File: src/rtl/dadda_mult_arbiter_if.sv
// Request/response bundle between the requesting datapath units and the
// shared-multiplier arbiter. The master side is the requester/consumer
// population; the slave side is the arbiter.
interface dadda_mult_arbiter_if #(
    parameter int WIDTH = 6,
    parameter int NREQ  = 4,
    parameter int IDW   = 2
);
    logic [NREQ-1:0]       req_valid;
    logic [NREQ-1:0]       req_ready;
    logic [NREQ*WIDTH-1:0] req_a;
    logic [NREQ*WIDTH-1:0] req_b;
    logic                  rsp_valid;
    logic                  rsp_ready;
    logic [IDW-1:0]        rsp_id;
    logic [2*WIDTH-1:0]    rsp_prod;

    modport master (
        output req_valid, req_a, req_b, rsp_ready,
        input  req_ready, rsp_valid, rsp_id, rsp_prod
    );

    modport slave (
        input  req_valid, req_a, req_b, rsp_ready,
        output req_ready, rsp_valid, rsp_id, rsp_prod
    );
endinterface

File: src/rtl/dadda_mult_arbiter.sv
// Round-robin arbiter sharing one combinational Dadda multiplier between
// NREQ requesters. One op in flight: grant (IDLE), settle (LAUNCH),
// capture product (CAPTURE), hold response until accepted (RESP).
// Optional: define MULT_ARB_ZERO_SKIP_EN to answer zero-operand requests
// directly from IDLE without using the multiplier.
module dadda_mult_arbiter #(
    parameter int WIDTH = 6,
    parameter int NREQ  = 4,
    parameter int IDW   = 2
) (
    input  logic                 clk,
    input  logic                 rst,
    dadda_mult_arbiter_if.slave  bus,
    output logic [WIDTH-1:0]     mul_in1,
    output logic [WIDTH-1:0]     mul_in2,
    input  logic [WIDTH-1:0]     mul_out,
    input  logic [WIDTH-1:0]     mul_ovf
);

    typedef enum logic [1:0] {IDLE, LAUNCH, CAPTURE, RESP} state_t;

    state_t               state_q, state_d;
    logic [IDW-1:0]       ptr_q, ptr_d;
    logic [IDW-1:0]       id_q, id_d;
    logic [WIDTH-1:0]     in1_q, in1_d;
    logic [WIDTH-1:0]     in2_q, in2_d;
    logic                 rsp_valid_q, rsp_valid_d;
    logic [IDW-1:0]       rsp_id_q, rsp_id_d;
    logic [2*WIDTH-1:0]   rsp_prod_q, rsp_prod_d;
    logic [NREQ-1:0]      ready;

    logic                 found;
    logic [IDW-1:0]       win;
    logic [IDW-1:0]       win_next;
    logic [WIDTH-1:0]     win_a;
    logic [WIDTH-1:0]     win_b;

    // Round-robin pick: first valid requester at or after the pointer, wrapping.
    always_comb begin
        int unsigned idx;
        logic [NREQ-1:0] sh;
        found = 1'b0;
        win   = '0;
        idx   = 0;
        sh    = '0;
        for (int unsigned i = 0; i < NREQ; i++) begin
            idx = (32'(ptr_q) + i) % 32'(NREQ);
            sh  = bus.req_valid >> idx;
            if (!found && sh[0]) begin
                found = 1'b1;
                win   = IDW'(idx);
            end
        end
        win_next = IDW'((32'(win) + 32'd1) % 32'(NREQ));
        win_a    = WIDTH'(bus.req_a >> (32'(win) * 32'(WIDTH)));
        win_b    = WIDTH'(bus.req_b >> (32'(win) * 32'(WIDTH)));
    end

    // Next-state and registered-output logic for the single-op pipeline.
    always_comb begin
        state_d     = state_q;
        ptr_d       = ptr_q;
        id_d        = id_q;
        in1_d       = in1_q;
        in2_d       = in2_q;
        rsp_valid_d = rsp_valid_q;
        rsp_id_d    = rsp_id_q;
        rsp_prod_d  = rsp_prod_q;
        ready       = '0;
        case (state_q)
            IDLE: begin
                if (found) begin
                    ready = NREQ'(1) << win;
                    ptr_d = win_next;
`ifdef MULT_ARB_ZERO_SKIP_EN
                    if (win_a == '0 || win_b == '0) begin
                        rsp_prod_d  = '0;
                        rsp_id_d    = win;
                        rsp_valid_d = 1'b1;
                        state_d     = RESP;
                    end else begin
                        in1_d   = win_a;
                        in2_d   = win_b;
                        id_d    = win;
                        state_d = LAUNCH;
                    end
`else
                    in1_d   = win_a;
                    in2_d   = win_b;
                    id_d    = win;
                    state_d = LAUNCH;
`endif
                end
            end
            LAUNCH: begin
                state_d = CAPTURE;
            end
            CAPTURE: begin
                rsp_prod_d  = {mul_ovf, mul_out};
                rsp_id_d    = id_q;
                rsp_valid_d = 1'b1;
                state_d     = RESP;
            end
            RESP: begin
                if (bus.rsp_ready) begin
                    rsp_valid_d = 1'b0;
                    state_d     = IDLE;
                end
            end
            default: begin
                state_d = IDLE;
            end
        endcase
    end

    // State and datapath registers; reset abandons any in-flight op.
    always_ff @(posedge clk) begin
        if (rst) begin
            state_q     <= IDLE;
            ptr_q       <= '0;
            id_q        <= '0;
            in1_q       <= '0;
            in2_q       <= '0;
            rsp_valid_q <= 1'b0;
            rsp_id_q    <= '0;
            rsp_prod_q  <= '0;
        end else begin
            state_q     <= state_d;
            ptr_q       <= ptr_d;
            id_q        <= id_d;
            in1_q       <= in1_d;
            in2_q       <= in2_d;
            rsp_valid_q <= rsp_valid_d;
            rsp_id_q    <= rsp_id_d;
            rsp_prod_q  <= rsp_prod_d;
        end
    end

    assign bus.req_ready = ready;
    assign bus.rsp_valid = rsp_valid_q;
    assign bus.rsp_id    = rsp_id_q;
    assign bus.rsp_prod  = rsp_prod_q;
    assign mul_in1       = in1_q;
    assign mul_in2       = in2_q;

endmodule

File: src/flat_wrapper.sv
// flat-port wrapper written by rule: the top's interface ports become plain ports
module dadda_mult_arbiter_flat 
#(
    parameter int WIDTH = 6,
    parameter int NREQ  = 4,
    parameter int IDW   = 2
)
  (clk, rst, mul_in1, mul_in2, mul_out, mul_ovf, bus_req_valid, bus_req_a, bus_req_b, bus_rsp_ready, bus_req_ready, bus_rsp_valid, bus_rsp_id, bus_rsp_prod);
  dadda_mult_arbiter_if #(.WIDTH(WIDTH), .NREQ(NREQ), .IDW(IDW)) bus_i ();
  input  logic clk;
  input  logic rst;
  output logic [WIDTH-1:0] mul_in1;
  output logic [WIDTH-1:0] mul_in2;
  input  logic [WIDTH-1:0] mul_out;
  input  logic [WIDTH-1:0] mul_ovf;
  input wire logic [$bits(bus_i.req_valid)-1:0] bus_req_valid;
  input wire logic [$bits(bus_i.req_a)-1:0] bus_req_a;
  input wire logic [$bits(bus_i.req_b)-1:0] bus_req_b;
  input wire logic [$bits(bus_i.rsp_ready)-1:0] bus_rsp_ready;
  output wire logic [$bits(bus_i.req_ready)-1:0] bus_req_ready;
  output wire logic [$bits(bus_i.rsp_valid)-1:0] bus_rsp_valid;
  output wire logic [$bits(bus_i.rsp_id)-1:0] bus_rsp_id;
  output wire logic [$bits(bus_i.rsp_prod)-1:0] bus_rsp_prod;
  assign bus_i.req_valid = bus_req_valid;
  assign bus_i.req_a = bus_req_a;
  assign bus_i.req_b = bus_req_b;
  assign bus_i.rsp_ready = bus_rsp_ready;
  assign bus_req_ready = bus_i.req_ready;
  assign bus_rsp_valid = bus_i.rsp_valid;
  assign bus_rsp_id = bus_i.rsp_id;
  assign bus_rsp_prod = bus_i.rsp_prod;
  dadda_mult_arbiter #(.WIDTH(WIDTH), .NREQ(NREQ), .IDW(IDW)) u_core (.clk(clk), .rst(rst), .bus(bus_i), .mul_in1(mul_in1), .mul_in2(mul_in2), .mul_out(mul_out), .mul_ovf(mul_ovf));
endmodule
File: config.mk
export PLATFORM = sky130hd
export DESIGN_NAME = dadda_mult_arbiter_flat
export DESIGN_NICKNAME = d
export VERILOG_FILES = /design/src/rtl/dadda_mult_arbiter_if.sv /design/src/rtl/dadda_mult_arbiter.sv /design/src/flat_wrapper.sv
export SDC_FILE = /design/constraint.sdc
export NUM_CORES = 1
export LEC_CHECK = 0
export BUFFER_PORTS_ARGS = -buffer_cell sky130_fd_sc_hd__buf_2
export CAP_MARGIN = 20
export CORE_UTILIZATION = 47
export CTS_CLUSTER_DIAMETER = 40
export DETAILED_ROUTE_END_ITERATION = 10
export GPL_TIMING_DRIVEN = 0
export PLACE_DENSITY = 0.9
export REMOVE_ABC_BUFFERS = 1
export SYNTH_ARGS = -nofsm -noshare
export SYNTH_HDL_FRONTEND = slang
export SYNTH_SLANG_ARGS = --single-unit
File: constraint.sdc
create_clock -name clk -period 2.81 [get_ports clk]
set_input_delay 0.1405 -clock clk [delete_from_list [all_inputs] [get_ports clk]]
set_output_delay 0.1405 -clock clk [all_outputs]
set_load 0.05 [all_outputs]
==> results.toml, run 1 <==
[outcome]
outcome = "finished, final reports clean"

[yosys]
yosys.area.top_type = "dfxtp_1"
synth.avg_cell_area_um2 = 9.19
ys_ff_latch = 33
seq_area_frac_synth_pct = 38.2
ys_types = 35
postSynthCellCount = 188
yosys-top-cells-area = "dfxtp_1 38%, mux2i_1 8.1%, a221o_1 7.0%"
synth.top_cell.area_share_pct = 38.2
syn_area_mm2 = 0.00173
ys_warn_count = 0

[global_route]
grt_usage_pct = 23.5
antenna_found_initial = 0
grt_pass1_wl_um = 7150
grt-ovfl-total = 0
grt_max_degree = 22
grt_pass1_vias = 1607

[sta]
tns_ns = 0
clock_skew_ns = 0.00897
hold_violations = 0
min_period_ns = 2.37
relSlewSlack_pct = 35.2
fmax_mhz = 423
tightest_slew_ns = 0.969
slew_viol_final = 0
rsz0062_at_grt = "false"
fin_crit_sh_pct = 84.2
finalSetupViolations = 0

[pwr]
ir_drop_uv = 658
powerDensity_mw_per_mm2 = 1090
power.total_uw = 2500
p_leak_uw = 0.00109

[critical_path]
path_max_fanout = 16
crit_path_end_kind = "output pin"
critPathArrivalTime_ns = 2.23
setup.worst_path.start_class = "flop"
setup.worst_path.class = "reg -> out"
required_ns = 2.67

[clocking]
postCtsHoldBufs = 0
clockBufferDepth = 2
htree_levels = 2
post_cts.repair.setup_buffers = 0
clk-insertion-delay-late_ns = 0.35
cts_buffers = 5
cts_sinks = 33
clk_pin_slew_worst_paths_ns = 0.11
cts_tree = "yes"
cts_root_buf = "clkbuf_4"
postCtsResizedCells = 0

[finish]
syn_to_final_growth_pct = 33.1
final_cell_mix = "97 x buf_2, 33 x dfxtp_1, 23 x nor2_1"
final_common_cell = "buf_2"
final_nets = 350
fillers = 290
utilization_pct = 67.3
post_layout_nonfiller_instances = 327
antennaDiodeCount = 0
post_route_cells_drive_above_1_share_pct = 43.1

[die]
row_count = 21
fp.dieH_um = 62.6
core_mm2 = 0.00342
ioPinCount = 98
start_util_pct = 50.6
die-area_mm2 = 0.00392
die_width_um = 62.6

[route]
vias = 1749
drt_first_pass_iters = 4
wire_per_inst_um = 13.7
viasPerCell = 5.35
drt_iter0_markers = 54
antenna_left = 0
wl_um = 4470
drc_errors = 0

[placed_design]
globalplace.congestion = 0.823
port_buffers = 97
dp.final_hpwl_um = 3310
dp.cells = 319

[flow_run]
drv_cap = 0

[worst_hold_path]
hp-class = "in -> reg"
==> worst max-delay path, cell delays in order (launching register included) <==
cell and delay, ns:
dfxtp_1 0.37, and2b_1 0.23, a211oi_4 0.52, nor2_4 0.23, nor3_1 0.23, buf_2 0.29
==> synthesized netlist by cell type, drive strengths merged <==
cell type    count
ha               3
nor3             4
clkbuf           7
nor2            24
nand3           12
o21ba            1
dlygate4sd1      1
mux2            12
inv              3
and2b            1
a21oi           20
mux2i           14
a211oi           1
or3              1
buf              4
o21ai           14
a211o            2
a221o           12
nor2b            5
xnor2            1
nand3b           1
nand2b           2
dfxtp           33
o21bai           1
nand2            7
o41ai            1
nor4             1
==> registers in the layout, indices dropped and copies added (netlist names) <==
name and flops:
u_core.bus.rsp_id 2, u_core.bus.rsp_prod 12, u_core.bus.rsp_valid 1, u_core.id_q 2
u_core.mul_in1 6, u_core.mul_in2 6, u_core.ptr_q 2, u_core.state_q 2
==> where the power goes <==
part	internal [uW]	switching (uW)
Combinational	442	957
Clock	211	174
Sequential	626	89.3
Total	1280	1220
==> metal layers <==
| metal | wire (um) | track usage [%] |
|---|---|---|
| met1 | 1870 | 26.9 |
| met2 | 2280 | 39.8 |
| met3 | 209 | 4.01 |
| met4 | 108 | 15.7 |
| met5 | 0 | 0 |
==> cells by family (layout without fill, tap and decap cells) <==
group / count (synthesis) / count (layout) / share of synthesized area (%)
AO/OA/AOI/OAI: 52 / 52 / 21.7
XOR/XNOR: 1 / 1 / 0.507
adder cells (fa/ha/maj): 3 / 3 / 2.17
buffers and inverters: 15 / 108 / 4.13
flip-flops: 33 / 33 / 38.2
multiplexers: 26 / 26 / 17.2
AND/OR/NAND/NOR: 58 / 58 / 16.1
==> cell type report <==
class                      instances  area (um2)  share of cell area (%)
sequential                        33         661                    28.7
multi-input combinational        140         996                    43.3
tap                               46        57.6                    2.50
inverter                           3        11.3                   0.490
clock buffer                       6        51.3                    2.23
timing repair buffer              97         485                    21.1
clock inverter                     2        37.5                    1.63
==> stage by stage <==
step	setup slack [ns]	hold WS (ns)	cell area [um2]
after global routing	0.272	0.00593	2300
after detailed placement	0.710	0.388	2210
final	0.444	0.0233	2300
after global placement	0.734	0.374	2210
after CTS	0.467	0.0182	2300
after floorplan	0.446	0.210	1670
==> path summary, 6_finish.rpt <==
check	slack [ns]	to	depth (start not counted)	startpoint
setup / recovery	0.44	bus_req_ready[0]	5	u_core.ptr_q[0]$_SDFFE_PP0P_
hold / removal	0.02	u_core.bus.rsp_prod[1]$_SDFFE_PP0P_	3	mul_out[1]
setup reg to reg	0.66	u_core.mul_in1[3]$_SDFFE_PP0P_	5	u_core.ptr_q[0]$_SDFFE_PP0P_
hold reg to reg	0.46	u_core.id_q[1]$_SDFFE_PP0P_	2	u_core.id_q[1]$_SDFFE_PP0P_
No activity file was read; power rests on OpenSTA's default activity.
==> run 2: changes to the inputs <==
Settings changed: CORE_UTILIZATION 47 to 44, PLACE_DENSITY 0.9 to 0.85.
Clock period 2.81 ns to 2.3 ns, I/O delays scaled along.
==> run 2 against run 1 <==
Compared with the run above:
- first-iteration DRC count up 81%
- hold slack improved by 0.045 ns
- sequential cell count unchanged
- core utilization is 4.1 points lower
- cell area up 2.1%
- critical path type is now reg -> reg
- largest cell class unchanged
==> results.toml, run 2 (synthesized netlist as in run 1, its figures left out) <==
[critical_path]
reg2reg_slack_ns = 0.23
critPathArrivalTime_ns = 2.25
path_max_fanout = 16
critPathSlowestCell = "nor2_4"
setup.worst_path.class = "reg -> reg"
slowest_delay_ns = 0.50
cp_cell_sequence = "nor2b_1, o21ba_1, nor2_4, mux2_2, a221o_1"
r2r-start = "u_core.ptr_q[0]$_SDFFE_PP0P_"
path_buf_inv = 0
rr_endpoint = "u_core.mul_in2[1]$_SDFFE_PP0P_"
rr_worst_depth = 5
required_ns = 2.47
path_delay_family = "compound AO/OA/AOI/OAI gates"
setup.worst_path.start_class = "flop"
crit_path_end_kind = "flop"

[finish]
final_common_cell = "buf_2"
antennaDiodeCount = 0
syn_to_final_growth_pct = 35.9
fillers = 359
final_cell_mix = "97 x buf_2, 33 x dfxtp_1, 23 x nor2_1"
post_route_cells_drive_above_1_share_pct = 44.2
final_nets = 354
largest_reg_flops = 12

[worst_hold_path]
hold-path-endpoint = "u_core.bus.rsp_prod[2]$_SDFFE_PP0P_"
hp-class = "in -> reg"
hp-start = "mul_out[2]"
whs_path_depth = 3

[sta]
slew_viol_final = 0
hold_violations = 0
rsz0062_at_grt = "false"
hold_ws_ns = 0.0681
tightest_slew_ns = 0.899
fmax_mhz = 482
fin_crit_sh_pct = 90.2
clock_skew_ns = 0.00542
tns_ns = 0
finalSetupViolations = 0
min_period_ns = 2.07
relSlewSlack_pct = 39.9

[pwr]
powerDensity_mw_per_mm2 = 1310
power.total_uw = 3080
ir_drop_uv = 715
p_leak_uw = 0.00112

[clocking]
postCtsHoldBufs = 0
cts_sinks = 33
cts_root_buf = "clkbuf_8"
htree_levels = 2
cts_tree = "yes"
clk_pin_slew_worst_paths_ns = 0.07
clockBufferDepth = 2
cts_buffers = 5
clk-insertion-delay-late_ns = 0.28

[route]
viasPerCell = 5.33
wire_per_inst_um = 13.5
antenna_left = 0
drt_first_pass_iters = 4
vias = 1774
wl_um = 4480
drc_errors = 0
drt_iter0_markers = 98

[die]
die_width_um = 64.7
fp.dieH_um = 64.7
ioPinCount = 98
core_mm2 = 0.00372
die-area_mm2 = 0.00418
start_util_pct = 46.5
row_count = 22

[placed_design]
dp.final_hpwl_um = 3250
globalplace.congestion = 0.781
port_buffers = 97

[global_route]
grt_pass1_wl_um = 6810
grtUsageMet2_pct = 34.6
use_met1_pct = 25.0
grt_max_degree = 22
grt_pass1_vias = 1557
top_usage_layer = "met2"
grt_usage_pct = 21.3
grt-ovfl-total = 0
grtUsageMet3_pct = 7.22
antenna_found_initial = 0

[flow_run]
drv_cap = 0

[outcome]
outcome = "finished, final reports clean"
==> run 2: changes by cell type in the layout (fill, tap and decap cells not counted) <==
| cell | before | now |
|---|---|---|
| buf_4 | 0 | 4 |
| clkbuf_8 | 1 | 7 |
| o21bai_2 | 0 | 1 |
| bufinv_16 | 1 | 0 |
| o21bai_1 | 1 | 0 |
| clkinvlp_4 | 1 | 0 |
| clkbuf_4 | 5 | 0 |
| clkinv_2 | 0 | 1 |
==> run 2: repair_timing <==
item	4_1_cts	5_1_grt
setup endpoints to repair	0	3
hold endpoints to repair	0	0
resized for setup	0	1
setup buffers	0	4
==> run 2: layout make-up <==
| type | count | area, um2 | area share (%) |
|---|---|---|---|
| well taps | 48 | 60.1 | 2.56 |
| flip-flops and latches | 33 | 661 | 28.1 |
| clock inverters | 1 | 5.00 | 0.213 |
| repair buffers | 101 | 515 | 21.9 |
| inverters | 3 | 11.3 | 0.479 |
| multi-input cells | 140 | 1000 | 42.6 |
| clock buffers | 7 | 96.3 | 4.10 |
==> run 2: stage by stage <==
stage	instances	util (%)	area [um2]	setup slack [ns]
after floorplan	176	-	1670	-0.0386
after global placement	321	59.6	2210	0.209
after detailed placement	321	59.6	2210	0.218
after CTS	329	62.3	2310	0.0574
after global routing	333	63.2	2350	0.0396
final	333	63.2	2350	0.226
==> run 2: worst max path at each step <==
stage                                  from                        endpoint  cells after the start
2_1_floorplan  u_core.ptr_q[0]$_SDFFE_PP0P_                bus_req_ready[0]                      4
3_3_place_gp   u_core.ptr_q[0]$_SDFFE_PP0P_  u_core.mul_in2[0]$_SDFFE_PP0P_                      5
3_5_place_dp               bus_req_valid[0]  u_core.mul_in2[1]$_SDFFE_PP0P_                      6
4_1_cts        u_core.ptr_q[0]$_SDFFE_PP0P_                bus_req_ready[2]                      5
5_1_grt        u_core.ptr_q[0]$_SDFFE_PP0P_                bus_req_ready[0]                      5
6_report       u_core.ptr_q[0]$_SDFFE_PP0P_  u_core.mul_in2[1]$_SDFFE_PP0P_                      5
==> run 2: power by group <==
| group | switching [uW] | internal (uW) | total [uW] |
|---|---|---|---|
| Sequential | 106 | 766 | 872 |
| Clock | 205 | 270 | 476 |
| Combinational | 1180 | 556 | 1740 |
==> run 2: worst reg2reg max path: cells and delay by family, from the launching register on <==
family | cells | cell delay, ns
AND/OR/NAND/NOR | 2 | 0.58
AO/OA/AOI/OAI | 2 | 0.64
flip-flops | 1 | 0.35
multiplexers | 1 | 0.41
==> run 2: metal layers <==
metal  wire, um  part of all wire, %
met1       1870                   42
met5          0                    0
met2       2310                   52
met4         74                  1.7
met3        225                  5.0
==> run 3: changes to the inputs <==
Settings changed: CORE_ASPECT_RATIO set to 0.7.
==> run 3 against run 2 <==
Compared with the run above:
- clock skew grew 0.0014 ns
- critical path type unchanged
- setup slack lost 0.077 ns
- global-route usage increased by 1.9 points
- non-clock buffer count down 2
==> results.toml, run 3 (synthesized netlist as in run 1, its figures left out) <==
[outcome]
outcome = "finished, final reports clean"

[placed_design]
port_buffers = 97
globalplace.congestion = 0.825
placed_area_mm2 = 0.00222
dp.final_hpwl_um = 3390

[critical_path]
setup.worst_path.class = "reg -> reg"
cp_cell_sequence = "nor2b_1, o21ba_2, nor2_4, mux2_2, a221o_1"
crit_path_end_kind = "flop"
path_max_fanout = 16
critPathLaunch = "u_core.ptr_q[0]$_SDFFE_PP0P_"
reg2reg_slack_ns = 0.15
critPathSlowestCell = "nor2_4"
r2r-start = "u_core.ptr_q[0]$_SDFFE_PP0P_"
slowest_delay_ns = 0.52
rr_endpoint = "u_core.mul_in1[5]$_SDFFE_PP0P_"
path_buf_inv = 0
rr_worst_depth = 5
path_delay_family = "compound AO/OA/AOI/OAI gates"
critPathArrivalTime_ns = 2.31
setup.worst_path.start_class = "flop"
required_ns = 2.46

[sta]
relSlewSlack_pct = 32.1
clock_skew_ns = 0.00680
rsz0062_at_grt = "false"
slew_viol_final = 0
fin_crit_sh_pct = 93.5
tightest_slew_ns = 1.02
fmax_mhz = 465
hold_violations = 0
min_period_ns = 2.15
finalSetupViolations = 0

[pwr]
seqPwrFrac_pct = 27.5
power.net_switching_uw = 1520
power.total_uw = 3200
p_leak_uw = 0.00112
swShare_pct = 47.6
ir_drop_uv = 862
p_clk_share_pct = 17.6
powerDensity_mw_per_mm2 = 1350
p_comb_share_pct = 54.9
power.internal_uw = 1680

[clocking]
cts_tree = "yes"
postCtsHoldBufs = 0
clk-insertion-delay-late_ns = 0.28
clk_pin_slew_worst_paths_ns = 0.07
cts_root_buf = "clkbuf_8"
htree_levels = 2
clockBufferDepth = 2
cts_sinks = 33
cts_buffers = 5

[finish]
largest_reg_flops = 12
final_cell_mix = "97 x buf_2, 33 x dfxtp_1, 23 x nor2_1"
final_nets = 352
final_common_cell = "buf_2"
seq_area_um2 = 661
multi_input_area_um2 = 1000
syn_to_final_growth_pct = 36.8
utilization_pct = 64.8
fillers = 335
post_route_cells_drive_above_1_share_pct = 43.8
fin_area_mm2 = 0.00236
antennaDiodeCount = 0

[global_route]
grt_pass1_wl_um = 7250
grt_max_degree = 22
grt-ovfl-total = 0
grt_usage_pct = 23.2
grt_pass1_vias = 1558
antenna_found_initial = 0

[die]
die_width_um = 76.9
start_util_pct = 47.4
ioPinCount = 98
core_mm2 = 0.00365
fp.dieH_um = 54.4
die-area_mm2 = 0.00419
row_count = 18

[worst_hold_path]
hold-path-endpoint = "u_core.bus.rsp_prod[1]$_SDFFE_PP0P_"
hp-start = "mul_out[1]"
hp-class = "in -> reg"
whs_path_depth = 3

[route]
drt_iter0_markers = 65
viasPerCell = 5.21
antenna_left = 0
wl_um = 4760
vias = 1734
drc_errors = 0
wire_per_inst_um = 14.3
drt_first_pass_iters = 4

[flow_run]
drv_cap = 0
-- run 3: cell count changes in the layout (fill, tap and decap cells not counted), sizes merged --
cell,previous run,this run
bufinv,0,1
clkinv,1,0
buf,101,99
-- run 3: routing by layer --
metal  vias to the layer above  wire, um  global-route usage, %
met3                         5       204                   4.83
li1                        871         -                      -
met5                         -         0                      0
met4                         0        45                   8.33
met1                       806      2250                   28.3
met2                        52      2260                   41.7
-- run 3: repair_timing --
action | in CTS | in global routing
setup buffers | 0 | 2
endpoints found under the setup margin | 2 | 7
resized for setup | 1 | 1
cloned | 0 | 0
pin swaps | 1 | 1
-- run 3: how the worst max path moves through the flow --
stage / endpoint / slack, ns / cells past startpoint
after floorplan: bus_req_ready[0] / -0.04 / 4
after global placement: u_core.mul_in2[0]$_SDFFE_PP0P_ / 0.12 / 5
after detailed placement: u_core.mul_in1[4]$_SDFFE_PP0P_ / 0.07 / 5
after CTS: bus_req_ready[0] / 0.02 / 5
after global routing: u_core.mul_in2[2]$_SDFFE_PP0P_ / 0.03 / 6
final: u_core.mul_in1[5]$_SDFFE_PP0P_ / 0.15 / 5
-- run 3: through the flow --
stage                     TNS (ns)  hold WS, ns  cells  setup slack (ns)
after global routing             0       0.0851    333            0.0293
after detailed placement         0        0.359    323            0.0728
after CTS                        0       0.0646    331            0.0215
after floorplan            -0.0386        0.184    176           -0.0386
final                            0       0.0722    333             0.149
after global placement           0        0.349    323             0.124
-- run 3: tightest hold or removal path: stages --
cell	delay, ns
buf_2	0.07
mux2i_1	0.05
nor2_1	0.07
-- run 3: layout make-up --
| cell class | count | share of cell area, % |
|---|---|---|
| Clock buffer | 7 | 3.65 |
| Clock inverter | 1 | 1.27 |
| Inverter | 3 | 0.476 |
| Multi-Input combinational cell | 140 | 42.3 |
| Sequential cell | 33 | 28.0 |
| Tap cell | 50 | 2.65 |
| Timing Repair Buffer | 99 | 21.7 |
-- run 3: power groups by stage --
stage	clock network [uW]	registers, uW	logic [uW]
after floorplan	0	1390	812
after global placement	0	875	1700
after detailed placement	0	887	1740
after CTS	570	878	1740
after global routing	602	902	1870
final	563	881	1760
